File: config.mk
export PLATFORM = sky130hd
export DESIGN_NAME = uart_arbiter
export DESIGN_NICKNAME = d
export VERILOG_FILES = /design/src/rtl/uart_arbiter.sv
export SDC_FILE = /design/constraint.sdc
export NUM_CORES = 1
export LEC_CHECK = 0
export ABC_CLOCK_PERIOD_IN_PS = 3000
export BUFFER_PORTS_ARGS = -buffer_cell sky130_fd_sc_hd__buf_2
export CAP_MARGIN = 20
export CORE_UTILIZATION = 25
export DETAILED_ROUTE_END_ITERATION = 12
export GPL_TIMING_DRIVEN = 0
export PLACE_DENSITY = 0.56
export SLEW_MARGIN = 20
export SYNTH_ARGS = -nofsm -noshare
export SYNTH_HDL_FRONTEND = slang
export SYNTH_SLANG_ARGS = --single-unit
File: constraint.sdc
create_clock -name clk -period 3 [get_ports clk]
set_clock_uncertainty 0.1 [all_clocks]
set_input_delay 0.3 -clock clk [delete_from_list [all_inputs] [get_ports clk]]
set_output_delay 0.3 -clock clk [all_outputs]
set_load 0.005 [all_outputs]
File: src/rtl/uart_arbiter.sv
// Two-port arbiter in front of the uart RX/TX FIFOs: round-robin grant,
// empty-gated reads and a drain-time credit counter pacing writes.
module uart_arbiter #(
   parameter int unsigned TX_DEPTH    = 16,
   parameter int unsigned BYTE_CYCLES = 1000
) (
   input  logic       clk,
   input  logic       rst_n,
   input  logic       p0_rd_req,
   input  logic       p1_rd_req,
   input  logic       p0_wr_req,
   input  logic       p1_wr_req,
   input  logic [7:0] p0_wdata,
   input  logic [7:0] p1_wdata,
   output logic [7:0] p0_rdata,
   output logic [7:0] p1_rdata,
   output logic       p0_ack,
   output logic       p1_ack,
   output logic       uart_wrreq,
   output logic [7:0] uart_wdata,
   output logic       uart_rdreq,
   input  logic [7:0] uart_rdata,
   input  logic       uart_empty,
   output logic [7:0] tx_level
);

   localparam int unsigned TW = (BYTE_CYCLES > 2) ? $clog2(BYTE_CYCLES) : 1;

   typedef enum logic [1:0] {
      IDLE     = 2'd0,
      WR       = 2'd1,
      RD_ISSUE = 2'd2,
      RD_CAP   = 2'd3
   } state_t;

   state_t        state, state_nxt;
   logic          gnt, gnt_nxt;
   logic          last, last_nxt;
   logic          win;
   logic          credit_ok;
   logic          el0, el1;
   logic          dec;
   logic [TW-1:0] timer;

   assign credit_ok = (tx_level < 8'(TX_DEPTH));
   // A write request masks a simultaneous read from the same port.
   assign el0 = (p0_wr_req & credit_ok) | (p0_rd_req & ~p0_wr_req & ~uart_empty);
   assign el1 = (p1_wr_req & credit_ok) | (p1_rd_req & ~p1_wr_req & ~uart_empty);

   always_comb begin
      state_nxt = state;
      gnt_nxt   = gnt;
      last_nxt  = last;
      win       = 1'b0;
      case (state)
         IDLE: begin
            if (el0 | el1) begin
               win       = (el0 & el1) ? ~last : el1;
               gnt_nxt   = win;
               last_nxt  = win;
               state_nxt = (win ? p1_wr_req : p0_wr_req) ? WR : RD_ISSUE;
            end
         end
         WR:       state_nxt = IDLE;
         RD_ISSUE: state_nxt = RD_CAP;
         RD_CAP:   state_nxt = IDLE;
         default:  state_nxt = IDLE;
      endcase
   end

   // Strobes and acks are registered images of the next state.
   always_ff @(posedge clk) begin
      if (!rst_n) begin
         state      <= IDLE;
         gnt        <= 1'b0;
         last       <= 1'b1;
         uart_wrreq <= 1'b0;
         uart_rdreq <= 1'b0;
         uart_wdata <= 8'h00;
         p0_ack     <= 1'b0;
         p1_ack     <= 1'b0;
         p0_rdata   <= 8'h00;
         p1_rdata   <= 8'h00;
      end else begin
         state      <= state_nxt;
         gnt        <= gnt_nxt;
         last       <= last_nxt;
         uart_wrreq <= (state_nxt == WR);
         uart_rdreq <= (state_nxt == RD_ISSUE);
         p0_ack     <= ((state_nxt == WR) || (state_nxt == RD_CAP)) && !gnt_nxt;
         p1_ack     <= ((state_nxt == WR) || (state_nxt == RD_CAP)) && gnt_nxt;
         if (state_nxt == WR)
            uart_wdata <= gnt_nxt ? p1_wdata : p0_wdata;
         if (state == RD_CAP) begin
            if (gnt) p1_rdata <= uart_rdata;
            else     p0_rdata <= uart_rdata;
         end
      end
   end

   assign dec = (tx_level != 8'd0) && (timer == TW'(BYTE_CYCLES - 1));

   // TX credit: one outstanding byte retires every BYTE_CYCLES while non-empty.
   always_ff @(posedge clk) begin
      if (!rst_n) begin
         timer    <= '0;
         tx_level <= 8'd0;
      end else begin
         if (tx_level == 8'd0 || dec) timer <= '0;
         else                         timer <= timer + TW'(1);
         case ({uart_wrreq, dec})
            2'b10:   tx_level <= tx_level + 8'd1;
            2'b01:   tx_level <= tx_level - 8'd1;
            default: tx_level <= tx_level;
         endcase
      end
   end

endmodule

==> impl_metrics.py <==
metrics = {
    "cts": {
        "cts.sinks": 50,
        "cts_made_buffers": 5,
        "clk_pin_slew_ns": 0.10,
        "root_buffer": "clkbuf_8",
        "cts_buffer_depth": 2,
        "clock_latency_ns": 0.30,
        "cts.htree.levels": 2,
        "cts_tree": "yes",
    },
    "route": {
        "drtIter0Drc": 80,
        "vias": 1911,
        "wl_per_cell_um": 11.2,
        "antenna_left": 0,
        "vias_per_cell": 4.20,
        "routed_wl_um": 5090,
        "dr.pass1.iters": 4,
        "drc_errors": 0,
    },
    "sta": {
        "drv_slew": 0,
        "fin_crit_ns": 2.82,
        "setup_viol": 0,
        "slew_headroom_pct": 56.2,
        "rsz0062_at_grt": "false",
        "fmax_mhz": 355,
        "worstMarginPinSlew_ns": 0.657,
        "period_share_pct": 93.9,
        "finalHoldViolCount": 0,
    },
    "floorplan": {
        "dieArea_um2": 9990,
        "pin_count": 67,
        "rows": 35,
        "core_um2": 9280,
        "die_y_um": 100,
        "die_w_um": 100,
        "initial_core_util_pct": 25.8,
    },
    "critical_path": {
        "worst_path_max_delay_cell": "or3b_2",
        "worstPathRequired_ns": 3.09,
        "endpoint_kind": "register",
        "r2r_end": "tx_level[6]$_SDFFE_PN0P_",
        "worstPathArrival_ns": 2.91,
        "endpoint": "tx_level[6]$_SDFFE_PN0P_",
        "slowest_delay_ns": 0.42,
        "r2r_slack_ns": 0.18,
        "cpMostUsedCell": "a21o_1",
        "reg2reg_depth": 10,
        "crit_start": "tx_level[3]$_SDFFE_PN0P_",
        "cp-start-kind": "register",
        "worstPathMaxFanout": 9,
        "path_class": "reg -> reg",
        "crit_chain": "nor4_2 > nand2_1 > and2_1 > ha_4 > fa_1 > a21o_1 > a21o_1 > a21oi_2 > nor3_1 > or3b_2",
        "r2r_start": "tx_level[3]$_SDFFE_PN0P_",
    },
    "global_route": {
        "grt_max_degree": 17,
        "grt_pass1_vias": 1929,
        "grt_pass1_wl_um": 8780,
        "grt_overflow_total": 0,
        "track_usage_pct": 11.1,
        "antenna_found_initial": 0,
    },
    "synth": {
        "syn_area_per_cell_um2": 9.56,
        "ys_warn_count": 0,
        "synthesis.nets": 291,
        "netlist_instances": 251,
        "synth_commonest_cells": "50 x dfxtp_1, 26 x mux2i_1, 20 x nor2_1",
        "netlist_area_um2": 2400,
        "synthTopCellsByArea": "dfxtp_1 42%, mux2i_1 11%, nor2b_1 5.0%, ha_1 4.2%, xnor2_1 4.0%",
        "ys.flop_type": "dfxtp_1",
        "synthDominantCellAreaShare_pct": 41.7,
        "ys_seq_elements": 50,
        "yosysMostFrequentCell": "dfxtp_1",
        "ys_seq_area_share_pct": 41.7,
        "yosysTopAreaCell": "dfxtp_1",
        "synth_edf_count": 0,
        "synth_cell_types": 44,
        "async_flop_share_pct": 0,
    },
    "placed_design": {
        "place_hpwl_um": 3830,
        "io_buffers": 66,
        "gp_congestion": 0.799,
        "dp_cells": 446,
    },
    "final_layout": {
        "finalNetCount": 365,
        "layout-drive-gt1-share_pct": 30.7,
        "diodes": 0,
        "fillers": 1022,
        "utilization_pct": 32.8,
        "regArea_um2": 1000,
        "finalNonFillerCells": 455,
        "syn2layout_area_growth_pct": 26.8,
        "multi_input_area_um2": 1350,
    },
    "min_path": {
        "hp-class": "in -> reg",
    },
    "power": {
        "peakVddDrop_mv": 0.194,
        "power_density_nw_per_um2": 465,
        "p_leak_uw": 0.00139,
    },
    "outcome": {
        "status": "complete, no violations",
    },
    "job": {
        "cap_violations": 0,
    },
}
==> power by group <==
group	internal, uW	switching, uW	leakage, uW
sequential	699	22.6	0.000407
combinational	105	109	0.000934
clock	248	231	0.0000504
total	1050	363	0.00139
==> layer usage <==
| layer | vias up | track usage (%) | share of wire [%] |
|---|---|---|---|
| li1 | 1007 | - | - |
| met1 | 854 | 13.9 | 48 |
| met2 | 45 | 18.6 | 46 |
| met3 | 5 | 3.20 | 5.4 |
| met4 | 0 | 2.71 | 1.1 |
| met5 | - | 0 | 0 |
==> sequential cells by signal (all words and copies together), names as in the netlist <==
register and count:
p0_ack 1, uart_wdata 8, gnt 1, last 1, uart_wrreq 1, timer 10, state 2, tx_level 8
p0_rdata 8, p1_rdata 8, p1_ack 1, uart_rdreq 1
==> per-stage QoR <==
stage	setup WS [ns]	setup TNS, ns	area, um2	hold WS, ns	power [uW]
floorplan	0.00561	0	2400	0.318	868
global placement	-0.278	-0.278	2890	0.331	950
detailed placement	-0.259	-0.259	2890	0.338	951
CTS	0.0285	0	3020	0.146	1450
global route	0.0348	0	3040	0.156	1500
finish	0.182	0	3040	0.162	1410
==> kinds of logic (layout without fill, tap and decap cells) <==
group	count (synthesis)	count (layout)	share of synthesized area (%)
compound gates	42	42	12.6
xor+xnor	13	13	4.75
fa+ha+maj	9	9	5.01
buf+inv	17	92	3.44
flops	50	50	41.7
mux	27	27	11.3
simple gates	93	93	21.2
==> final cells by class <==
class	instances	share of cell area (%)
Multi-Input combinational cell	184	44.2
Sequential cell	50	32.9
Timing Repair Buffer	67	11.1
Tap cell	129	5.31
Clock buffer	5	2.26
Buffer	9	1.73
Clock inverter	3	1.48
Inverter	8	0.987
==> placed cells by master, fill, tap and decap left out, types with 8 or more instances in the layout <==
cell type / count
buf_2: 66
dfxtp_1: 50
mux2i_1: 26
nor2_1: 20
nor2b_1: 19
nand2_1: 17
o21ai_0: 14
xnor2_1: 11
a21oi_1: 10
inv_1: 8
nand3_1: 8
==> how the worst min path moves through the flow <==
stage / start / cells past startpoint / slack [ns] / endpoint
after detailed placement: timer[0]$_SDFF_PP0_ / 1 / 0.34 / timer[0]$_SDFF_PP0_
after CTS: uart_rdata[6] / 3 / 0.15 / p0_rdata[6]$_SDFFE_PN0P_
after floorplan: timer[0]$_SDFF_PP0_ / 1 / 0.32 / timer[0]$_SDFF_PP0_
after global routing: uart_rdata[6] / 3 / 0.16 / p0_rdata[6]$_SDFFE_PN0P_
after global placement: timer[0]$_SDFF_PP0_ / 1 / 0.33 / timer[0]$_SDFF_PP0_
final: uart_rdata[6] / 3 / 0.16 / p0_rdata[6]$_SDFFE_PN0P_
==> timing repair <==
item                       4_1_cts  5_1_grt
gates resized for setup          2        4
buffers inserted                 1        0
pin swaps                        1        1
hold buffers                     0        0
setup endpoints to repair        2        1
==> critical path: cells and delay by family, from the launching register on <==
kind / cells / cell delay [ns]
compound gates: 3 / 0.54
fa+ha+maj: 2 / 0.61
flops: 1 / 0.37
simple gates: 5 / 1.08
No activity file was read; power rests on OpenSTA's default activity.
